$ cat src/rtl/flash_ctrl_pkg.sv
// flash_ctrl_pkg: shared state encodings and flash command codes for flash_ctrl
package flash_ctrl_pkg;
  localparam logic [15:0] FLASH_CMD_READ_ARRAY = 16'h00FF;
  typedef enum logic [2:0] {
    IDLE,
    CMD_SETUP,
    CMD_WE,
    CMD_HOLD,
    RD_ADDR,
    RD_WAIT,
    RD_DONE
  } state_t;
endpackage

$ cat src/rtl/flash_rr_arb.sv
// flash_rr_arb: two-way round-robin arbiter
//   clk, rst (sync, active-low) | req0, req1 requests | adv: commit current grant
//   gnt[1:0]: one-hot grant (combinational), ties go to the port not granted last
module flash_rr_arb (
  input  logic       clk,
  input  logic       rst,
  input  logic       req0,
  input  logic       req1,
  input  logic       adv,
  output logic [1:0] gnt
);
  logic last;
  always_comb begin
    gnt[0] = req0 & (~req1 | last);
    gnt[1] = req1 & (~req0 | ~last);
  end
  always_ff @(posedge clk)
    if (!rst) last <= 1'b1;
    else if (adv && (req0 || req1)) last <= gnt[1];
endmodule

$ cat src/rtl/flash_ctrl.sv
// flash_ctrl: two-port read controller for a 16-bit parallel NOR flash
//   clk, rst (sync, active-low)
//   req0/addr0/ack0 boot port, req1/addr1/ack1 data port, rdata valid with ack, busy
//   flash_*: device address, split data bus and active-low strobes
module flash_ctrl
  import flash_ctrl_pkg::*;
#(
  parameter int WAIT_CYCLES = 3,
  parameter int WE_PULSE    = 2
) (
  input  logic        clk,
  input  logic        rst,
  input  logic        req0,
  input  logic        req1,
  input  logic [22:1] addr0,
  input  logic [22:1] addr1,
  output logic        ack0,
  output logic        ack1,
  output logic [15:0] rdata,
  output logic        busy,
  output logic [22:1] flash_addr,
  output logic [15:0] flash_data_o,
  output logic        flash_data_oe,
  input  logic [15:0] flash_data_i,
  output logic        flash_ce_n,
  output logic        flash_we_n,
  output logic        flash_oe_n,
  output logic        flash_rp_n,
  output logic        flash_byte_n,
  output logic        flash_vpen
);
  state_t      state, state_n;
  logic [1:0]  gnt;
  logic [1:0]  ack_q;
  logic [3:0]  cnt;
  logic        cnt_last;
  logic        array_mode;
  logic        gid;
  logic        cmd;
  logic        rd;
  flash_rr_arb u_arb (
    .clk  (clk),
    .rst  (rst),
    .req0 (req0),
    .req1 (req1),
    .adv  (state == IDLE),
    .gnt  (gnt)
  );
  assign cnt_last = cnt == 4'd1;
  // One counter times both the WE pulse and the read wait; the phases never overlap.
  always_ff @(posedge clk)
    if (!rst) begin
      state      <= IDLE;
      cnt        <= '0;
      array_mode <= 1'b0;
      flash_addr <= '0;
      gid        <= 1'b0;
      rdata      <= '0;
      ack_q      <= '0;
    end else begin
      state <= state_n;
      ack_q <= '0;
      if (state == IDLE && gnt != 2'b00) begin
        flash_addr <= gnt[1] ? addr1 : addr0;
        gid        <= gnt[1];
      end
      if (state == CMD_SETUP) cnt <= 4'(WE_PULSE);
      else if (state == RD_ADDR) cnt <= 4'(WAIT_CYCLES);
      else if (state == CMD_WE || state == RD_WAIT) cnt <= cnt - 4'd1;
      if (state == CMD_HOLD) array_mode <= 1'b1;
      // Capture on the edge leaving the last wait cycle so data and ack are both valid in RD_DONE.
      if (state == RD_WAIT && cnt_last) begin
        rdata <= flash_data_i;
        ack_q <= gid ? 2'b10 : 2'b01;
      end
    end
  always_comb begin
    state_n = state;
    unique case (state)
      IDLE:      state_n = gnt != 2'b00 ? (array_mode ? RD_ADDR : CMD_SETUP) : IDLE;
      CMD_SETUP: state_n = CMD_WE;
      CMD_WE:    state_n = cnt_last ? CMD_HOLD : CMD_WE;
      CMD_HOLD:  state_n = RD_ADDR;
      RD_ADDR:   state_n = RD_WAIT;
      RD_WAIT:   state_n = cnt_last ? RD_DONE : RD_WAIT;
      RD_DONE:   state_n = IDLE;
      default:   state_n = IDLE;
    endcase
  end
  always_comb begin
    cmd           = state inside {CMD_SETUP, CMD_WE, CMD_HOLD};
    rd            = state inside {RD_ADDR, RD_WAIT, RD_DONE};
    flash_ce_n    = ~(cmd | rd);
    flash_we_n    = state != CMD_WE;
    flash_oe_n    = ~rd;
    flash_data_oe = cmd;
    flash_data_o  = cmd ? FLASH_CMD_READ_ARRAY : 16'h0000;
  end
  assign ack0         = ack_q[0];
  assign ack1         = ack_q[1];
  assign busy         = state != IDLE;
  assign flash_rp_n   = 1'b1;
  assign flash_byte_n = 1'b1;
  assign flash_vpen   = 1'b1;
endmodule

$ cat config.mk
export PLATFORM = sky130hd
export DESIGN_NAME = flash_ctrl
export DESIGN_NICKNAME = d
export VERILOG_FILES = /design/src/rtl/flash_ctrl_pkg.sv /design/src/rtl/flash_rr_arb.sv /design/src/rtl/flash_ctrl.sv
export SDC_FILE = /design/constraint.sdc
export NUM_CORES = 1
export LEC_CHECK = 0
export CAP_MARGIN = 10
export CORE_UTILIZATION = 39
export DETAILED_ROUTE_END_ITERATION = 8
export PLACE_DENSITY = 0.81
export SLEW_MARGIN = 20
export SYNTH_ARGS = -nofsm -noshare
export SYNTH_HDL_FRONTEND = slang
export SYNTH_SLANG_ARGS = --single-unit
export TNS_END_PERCENT = 5
$ cat constraint.sdc
create_clock -name clk -period 1.67 [get_ports clk]
set_input_delay 0.167 -clock clk [delete_from_list [all_inputs] [get_ports clk]]
set_output_delay 0.167 -clock clk [all_outputs]
set_load 0.005 [all_outputs]
==> out/results.ini, run 1 <==
[power_and_ir_drop]
clkPwrFrac_pct=20.7
swShare_pct=31.1
p_switching_uw=1280
combPwrFrac_pct=41.3
power.internal_uw=2840
leakagePower_uw=0.00147
seqPwrFrac_pct=38.0
power.density_nw_per_um2=1120
vdd_drop_max_v=0.000601

[worst_setup_path]
crit_path_top_delay_cell=dfxtp_1
critical_path_required_ns=1.90
rr_endpoint=rdata[14]
arrival_ns=1.77
path_depth=7
cp-startpoint=cnt[1]
reg2regPathDepth=7
r2r_slack_ns=0.13
path_buf_inv=2
crit_family=simple AND/OR/NAND/NOR gates
crit_chain=inv_1 -> ha_1 -> nor3b_4 -> and3_1 -> buf_12 -> nand2_1 -> a21oi_1
end_kind=flop
cp-start-kind=flop
regToRegStartpoint=cnt[1]
slowest_delay_ns=0.34
cp_max_fo=17
crit_type=reg -> reg

[floorplanning]
die_h_um=78.9
die_x_um=78.9
core_area_um2=5610
initial_core_util_pct=41.1
dieArea_um2=6220
io_pins=128
placementRows=27

[clock_network]
clk_pin_slew_ns=0.10
cts_tree=built
cts_root_buffer=clkbuf_8
clk_latency_ns=0.29
numCtsBuffers=5
cts_buffer_depth=2
cts.htree.levels=2
clock_sinks=50

[layout]
fillCellCount=493
areaGrowthSynthToFinish_pct=59.8
fin_util_pct=65.6
nets=449
drive_gt1_share_pct=9.64
diodes=0

[synthesis]
async_flop_share_pct=0
synth_common_cells=dfxtp_1, a21oi_1, nand2_1, buf_4, mux2i_1
avgSynthCellArea_um2=8.59
yosysWarnings=0
ys_ff_latch=50
synth_top_area_cell=dfxtp_1
synth_cells=268
synthesis.area_um2=2300
synth.most_common_cell=dfxtp_1
yosysSeqAreaShare_pct=43.5
synth_ff_type=dfxtp_1
synth_cell_type_count=35
synth-edff-count=0
synth.top_cell.area_share_pct=43.5
synth_area_leaders=dfxtp_1, a21oi_1, mux2i_1

[worst_hold_path]
holdPathStages=3
min_to=rdata[0]
worstHoldStart=flash_data_i[0]
hp-class=in -> reg

[run_status]
status=complete, no violations

[grt]
grt_pass1_vias=2069
grt.total_usage_pct=19.0
gr-total-overflow=0
grt_pass1_wl_um=9470
grt_max_degree=39
antenna_found_initial=0

[timing]
final-setup-viol-count=0
final_hold_viol_count=0
period_needed_ns=1.54
layout_setup_ws_ns=0.130
fin_crit_sh_pct=92.2
final_max_slew_viol_count=0
finClkSkew_ns=0.00683
max_freq_ghz=0.649

[place]
dp_hpwl_um=4460
dp_slack_ns=0.108
gp_congestion=0.815
io_buffers=116

[run]
maxCapViolCount=0

[detailed_routing]
viasPerCell=4.84
drc_errors=0
vias=2208
drtIter0Drc=95
drtPass1Iterations=4
routedWlPerCell_um=12.9
wirelength_um=5890
ant_nets=0

## cells by family after synthesis
kind of cell	Yosys count	synth area share [%]
AO/OA/AOI/OAI	89	21.2
AND/OR/NAND/NOR	59	12.5
flip-flops	50	43.5
buffers and inverters	44	11.8
multiplexers	22	9.56
adder cells (fa/ha/maj)	2	1.09
other	2	0.326
## power groups by stage
stage | Sequential (µW) | Clock (µW) | Combinational, µW
6_report | 1570 | 851 | 1700
5_1_grt | 1600 | 930 | 1870
4_1_cts | 1570 | 871 | 1670
3_5_place_dp | 1580 | 0 | 1710
3_3_place_gp | 1570 | 0 | 1670
2_1_floorplan | 1570 | 0 | 902
## tightest hold or removal path: stages
cell and delay, ns:
clkdlybuf4s50_1 0.40, nand2_1 0.06, a21oi_1 0.05
## layout by cell type, fill, tap and decap left out, types with 2 or more instances in the layout
| cell | count |
|---|---|
| clkdlybuf4s50_1 | 104 |
| a21oi_1 | 48 |
| ha_1 | 2 |
| buf_4 | 17 |
| nor3_1 | 2 |
| clkbuf_8 | 5 |
| nand2b_1 | 2 |
| and3_1 | 3 |
| dfxtp_1 | 47 |
| dlygate4sd2_1 | 8 |
| nor2b_1 | 2 |
| dlymetal6s2s_1 | 4 |
| nand2_1 | 37 |
| nor2_1 | 5 |
| dfxtp_4 | 2 |
| nand3_1 | 2 |
| buf_12 | 3 |
| o21ai_0 | 10 |
| a22oi_1 | 2 |
| inv_1 | 7 |
| nor3b_4 | 2 |
| conb_1 | 11 |
| o21ai_1 | 18 |
| mux2i_1 | 22 |
## routing by layer
layer	GRT usage, %	up-vias	wire, µm
met5	0	-	0
met4	4.55	0	51
met3	6.32	6	501
met2	33.3	89	2950
met1	22.3	990	2390
li1	-	1123	-
## how the worst max path moves through the flow
| stage | endpoint | slack (ns) |
|---|---|---|
| floorplan | flash_data_o[0] | 0.13 |
| global placement | flash_addr[11] | 0.15 |
| detailed placement | rdata[2] | 0.11 |
| CTS | flash_we_n | -0.001 |
| global route | rdata[8] | -0.002 |
| finish | rdata[14] | 0.13 |
## flip-flops by register name, indices dropped and copies added, names as in the netlist
signal	cells
u_arb.last	1
cnt	4
rdata	16
flash_addr	22
state	3
ack_q	2
array_mode	1
gid	1
## final cells by class
cell class	instances	area [µm²]	area share, %
clock buffer	5	68.8	1.87
clock inverter	3	43.8	1.19
inverter	7	26.3	0.714
multi-input combinational	183	1090	29.7
sequential	50	1010	27.4
tap	72	90.1	2.45
timing repair buffer	136	1350	36.7
## repair_timing
| item | in CTS | in global routing |
|---|---|---|
| pin swaps | 1 | 0 |
| endpoints found under the setup margin | 13 | 27 |
| buffers inserted | 1 | 2 |
| hold buffers | 0 | 0 |
| resized for setup | 12 | 8 |
| hold endpoints to repair | 0 | 0 |
## metrics by stage
stage	cell area (µm²)	hold WS (ns)	std cells	power [µW]	TNS (ns)
after floorplan	2340	0.303	277	2470	0
after global placement	3520	0.440	445	3240	0
after detailed placement	3520	0.447	445	3300	0
after CTS	3630	0.409	454	4110	-0.00126
after global routing	3680	0.399	456	4390	-0.00158
final	3680	0.412	456	4120	0
Power figures use the tool's default switching activity.
==> inputs of run 2 (changes only) <==
- SETUP_SLACK_MARGIN: unset -> 0.3
- SLEW_MARGIN: 20 -> 0
==> out/results.ini, run 2 (synthesis results as in run 1) <==
[worst_setup_path]
path_buf_inv=1  ; -1
crit_chain=nor2_4 -> nor2_4 -> clkdlybuf4s50_1
crit_family=buffers and inverters
cp-start-kind=flop
critical_path_required_ns=1.50  ; -0.40 ns
slowest_delay_ns=0.52  ; +0.18 ns
reg2regPathDepth=7  ; unchanged
end_kind=output pin
crit_path_top_delay_cell=clkdlybuf4s50_1
arrival_ns=1.41  ; -0.36 ns
crit_type=reg -> out
path_depth=3  ; -4
crit_top_cell=nor2_4
cp_max_fo=5  ; -12

[timing]
fin_hold_ws_ns=0.409  ; -0.00282 ns
finClkSkew_ns=0.00205  ; -0.00478 ns
max_freq_ghz=0.634  ; -2.3%
rsz0062_at_grt=true
final-setup-viol-count=0  ; unchanged
fin_crit_sh_pct=94.4  ; +2.2 points
period_needed_ns=1.58  ; +0.0370 ns
final_hold_viol_count=0  ; unchanged
final_max_slew_viol_count=0  ; unchanged
tns_ns=0  ; unchanged

[clock_network]
cts_buffer_depth=2  ; unchanged
clk_pin_slew_ns=0.09  ; about the same
numCtsBuffers=5  ; unchanged
cts_tree=built
cts_root_buffer=clkbuf_8
clk_latency_ns=0.30  ; about the same
clock_sinks=50  ; unchanged
cts.htree.levels=2  ; unchanged

[layout]
final-seq-area_um2=1010  ; +0.37%
areaGrowthSynthToFinish_pct=63.9
top_register=flash_addr
nets=454  ; +1.1%
most-common-layout-cells=clkdlybuf4s50_1, a21oi_1, dfxtp_1
fillCellCount=473  ; -4.1%
multi_input_area_um2=1120  ; +2.4%
largestRegisters=flash_addr: 22 flops, rdata: 16 flops, cnt: 4 flops
largest_reg_flops=22  ; unchanged
drive_gt1_share_pct=11.6  ; +1.9 points
layout_commonest_cell=clkdlybuf4s50_1
diodes=0  ; unchanged
final_area_um2=3770  ; +2.6%

[run_status]
status=complete, no violations

[detailed_routing]
wirelength_um=6190  ; +5.0%
drtIter0Drc=87  ; -8.4%
ant_nets=0  ; unchanged
drc_errors=0  ; unchanged
viasPerCell=4.95  ; +2.3%
vias=2284  ; +3.4%
routedWlPerCell_um=13.4  ; +3.8%
drtPass1Iterations=4  ; unchanged

[floorplanning]
initial_core_util_pct=41.1  ; unchanged
die_x_um=78.9  ; unchanged
die_h_um=78.9  ; unchanged
dieArea_um2=6220  ; unchanged
placementRows=27  ; unchanged
io_pins=128  ; unchanged
core_area_um2=5610  ; unchanged

[power_and_ir_drop]
power.density_nw_per_um2=1140  ; +2.2%
p_total_uw=4320  ; +4.9%
leakagePower_uw=0.00146  ; -0.71%
vdd_drop_max_v=0.000599  ; -0.45%

[grt]
grt_pass1_vias=2155  ; +4.2%
antenna_found_initial=0  ; unchanged
grt.total_usage_pct=19.8  ; +0.78 points
grt_pass1_wl_um=9740  ; +2.8%
gr-total-overflow=0  ; unchanged
grt_max_degree=27  ; -31%

[place]
gp_congestion=0.819  ; +0.59%
dp_hpwl_um=4400  ; -1.3%
io_buffers=116  ; unchanged
postPlaceCellArea_um2=3520  ; about the same

[run]
maxCapViolCount=0  ; unchanged

[worst_hold_path]
hp-class=in -> reg
holdPathStages=3  ; unchanged

run 2: changes by cell type in the layout (fill, tap and decap cells not counted), sizes merged, moves of 2 or more:
cell           previous run  this run
clkdlybuf4s50           104       111
dlymetal6s2s              4         0
clkbuf                    5         8
dlygate4sd2               8         5
buf                      20        22
run 2: what timing repair did:
item	4_1_cts	5_1_grt
gates cloned	1	2
setup endpoints to repair	59	73
setup buffers	4	2
gates resized for setup	17	4
hold buffers	0	0
pin swaps	3	1
run 2: cell type report:
type | count | share of cell area (%)
Clock buffer | 6 | 2.19
Clock inverter | 2 | 0.331
Inverter | 7 | 0.696
Multi-Input combinational cell | 184 | 29.6
Sequential cell | 50 | 26.8
Tap cell | 72 | 2.39
Timing Repair Buffer | 140 | 37.9
run 2: worst reg2reg max path, cell delays in order, from the launching register on:
cell      delay, ns
dfxtp_4        0.38
buf_4          0.16
nor3b_4        0.20
buf_4          0.13
buf_4          0.13
a21o_1         0.13
a21oi_1        0.08
a311oi_1       0.25
run 2: final timing paths:
check             slack [ns]         endpoint       startpoint
setup / recovery        0.09  flash_data_o[0]         state[0]
hold / removal          0.41         rdata[0]  flash_data_i[0]
setup reg to reg        0.13           cnt[2]         state[2]
hold reg to reg         0.46         rdata[7]         rdata[7]
run 2: routing by layer:
layer,share of wire [%],GRT usage (%),vias up
met3,8.9,8.05,2
met4,0.47,6.18,0
met1,40,21.7,1051
met5,0,0,-
li1,-,-,1139
met2,50,34.7,92
run 2: per-stage QoR:
step,setup WS (ns),util (%),cells
after global routing,0.0347,67.3,461
after global placement,0.159,62.7,444
after detailed placement,0.126,62.7,444
final,0.0927,67.3,461
after floorplan,0.285,-,277
after CTS,0.0807,65.7,457
run 2: power by group:
group	leakage, µW	internal [µW]	switching (µW)
clock network	0.0000472	333	390
logic	0.00100	1220	804
registers	0.000412	1420	160
==> inputs of run 3 (changes only) <==
- CORE_UTILIZATION: 39 -> 40
- MAX_ROUTING_LAYER: unset -> met4
- SYNTH_HIERARCHICAL: unset -> 1
==> out/results.ini, run 3 <==
[detailed_routing]
vias=2391  ; +4.7%
drtPass1Iterations=4  ; unchanged
wirelength_um=6500  ; +5.0%
ant_nets=0  ; unchanged
routedWlPerCell_um=13.3  ; -1.2%
viasPerCell=4.88  ; -1.5%
drtIter0Drc=64  ; -26%
drc_errors=0  ; unchanged

[grt]
grt_pass1_wl_um=9430  ; -3.2%
antenna_found_initial=0  ; unchanged
grt_pass1_vias=2151  ; -0.19%
grt.total_usage_pct=19.1  ; -0.65 points
grt_max_degree=24  ; -11%
gr-total-overflow=0  ; unchanged

[timing]
final-setup-viol-count=0  ; unchanged
fin_crit_sh_pct=97.3  ; +2.9 points
final_hold_viol_count=0  ; unchanged
period_needed_ns=1.63  ; +0.0480 ns
layout_setup_ws_ns=0.0447  ; -0.0480 ns
max_freq_ghz=0.615  ; -3.0%
final_max_slew_viol_count=0  ; unchanged
finClkSkew_ns=0.00540  ; +0.00335 ns
rsz0062_at_grt=true

[clock_network]
clk_latency_ns=0.30  ; about the same
cts_root_buffer=clkbuf_8
cts_tree=built
cts_buffer_depth=2  ; unchanged
numCtsBuffers=5  ; unchanged
clock_sinks=50  ; unchanged
cts.htree.levels=2  ; unchanged
clk_pin_slew_ns=0.09  ; about the same

[worst_setup_path]
cp-start-kind=flop
end_kind=flop
crit_path_top_delay_cell=dfxtp_4
rr_endpoint=flash_addr[15]
cp_max_fo=6  ; +1
reg2regPathDepth=7  ; unchanged
crit_type=reg -> reg
crit_chain=or3_4 -> buf_6 -> nor2_8 -> buf_4 -> clkbuf_16 -> buf_4 -> a211oi_2
endpoint=flash_addr[15]
critical_path_required_ns=1.87  ; +0.37 ns
slowest_delay_ns=0.38  ; -0.14 ns
arrival_ns=1.82  ; +0.41 ns
crit_top_cell=buf_4
regToRegStartpoint=state[1]
cp-startpoint=state[1]
r2r_slack_ns=0.04  ; -0.09 ns

[synthesis]
synth_cells=272  ; +1.5%
synthXorXnorAreaFrac_pct=0.353  ; +0.35 points
synth_common_cells=dfxtp_1, nand2_1, a21oi_1, mux2i_1, buf_4
synth_ff_type=dfxtp_1
synth_cell_type_count=35  ; unchanged
avgSynthCellArea_um2=9.12  ; +6.1%
yosys.area_share.simple_pct=17.7  ; +5.1 points
synth.top_cell.area_share_pct=40.3  ; -3.1 points
yosys-mux-area-fraction_pct=9.28  ; -0.28 points
async_flop_share_pct=0  ; unchanged
synth_area_leaders=dfxtp_1, mux2i_1, a211oi_2
synth.most_common_cell=dfxtp_1
yosysWarnings=6  ; +6
synth-edff-count=0  ; unchanged
synth_top_area_cell=dfxtp_1
ys_ff_latch=50  ; unchanged
yosysSeqAreaShare_pct=40.3  ; -3.1 points
synthesis.area_um2=2480  ; +7.7%
synth_compound_area_share_pct=20.1  ; -1.2 points
yosys.area_share.adder_pct=1.01  ; -0.078 points
synth_top_family_by_area=compound AO/OA/AOI/OAI gates

[place]
io_buffers=116  ; unchanged
dp_slack_ns=-0.134  ; -0.260 ns
gp_congestion=0.854  ; +4.2%
dp_hpwl_um=4370  ; -0.69%
dp.cells=453  ; +2.0%

[layout]
largestRegisters=flash_addr: 22 flops, rdata: 16 flops, cnt: 4 flops
diodes=0  ; unchanged
fin_cells=490  ; +6.3%
top_register=flash_addr
nets=480  ; +5.7%
layout_commonest_cell=clkdlybuf4s50_1
drive_gt1_share_pct=26.5  ; +15 points
areaGrowthSynthToFinish_pct=69.5
largest_reg_flops=22  ; unchanged
most-common-layout-cells=clkdlybuf4s50_1, dfxtp_1, nand2_1

[power_and_ir_drop]
leakagePower_uw=0.00165  ; +13%
power.density_nw_per_um2=1660  ; +45%
vdd_drop_max_v=0.00109  ; +81%
p_total_uw=6970  ; +61%

[floorplanning]
initial_core_util_pct=41.7  ; +0.58 points
core_area_um2=5960  ; +6.2%
dieArea_um2=6520  ; +4.9%
placementRows=28  ; +3.7%
io_pins=128  ; unchanged
die_x_um=80.8  ; +2.4%
die_h_um=80.8  ; +2.4%

[run_status]
status=complete, no violations

[worst_hold_path]
hp-class=in -> reg

[run]
maxCapViolCount=0  ; unchanged

[run 3: changes by cell type in the layout (fill, tap and decap cells not counted), moves of 10 or more]
cell,before,now
a211oi_2,0,19
a21oi_1,48,24
buf_4,15,29
nor2_1,3,13
nor2_2,0,18
o21ai_1,18,0
[run 3: logic make-up after synthesis]
kind of cell    after synthesis
compound gates               61
xor+xnor                      1
fa+ha+maj                     2
buf+inv                      44
flops                        50
mux                          23
other cells                   2
simple gates                 89
[run 3: worst min path at each step]
stage                            end             from  cells after the start
after detailed placement    rdata[0]         rdata[0]                      2
after global placement      rdata[9]         rdata[9]                      2
after CTS                   rdata[3]  flash_data_i[3]                      3
after global routing        rdata[3]  flash_data_i[3]                      3
after floorplan           u_arb/last              rst                      1
final                       rdata[3]  flash_data_i[3]                      3
[run 3: per-layer routing]
layer	vias up	GRT usage [%]	share of wire, %
li1	1179	-	-
met1	1112	21.9	41
met2	91	33.1	51
met3	9	4.72	6.1
met4	0	5.54	1.6
met5	-	-	0
[run 3: through the flow]
stage	util, %	TNS (ns)	hold WS, ns	area [µm²]
5_1_grt	70.6	-0.00270	0.381	4210
4_1_cts	66.0	0	0.401	3930
3_5_place_dp	62.7	-2.15	0.451	3730
6_report	70.6	0	0.403	4210
3_3_place_gp	62.7	-1.02	0.442	3730
2_1_floorplan	-	0	0.226	2540
[run 3: final cells by class]
type                    instances  area [µm²]
clock buffers                   6        82.6
clock inverters                 2        38.8
fillers                       482        1750
inverters                       6        22.5
multi-input cells             188        1320
flip-flops and latches         50        1010
well taps                      75        93.8
repair buffers                163        1640
[run 3: power by group]
part | switching, µW | internal, µW
Sequential | 279 | 1540
Combinational | 1710 | 2540
Clock | 412 | 493
[run 3: critical path, delay by kind of cell (launching register included)]
family,cells,cell delay [ns]
AO/OA/AOI/OAI,1,0.05
flip-flops,1,0.38
buffers and inverters,4,0.53
AND/OR/NAND/NOR,2,0.55
[run 3: timing repair]
action                     in CTS  in global routing
pin swaps                       3                 13
cloned                          1                  2
setup endpoints to repair      62                 87
setup buffers                   5                 21
hold buffers                    0                  0
gates resized for setup        28                 18
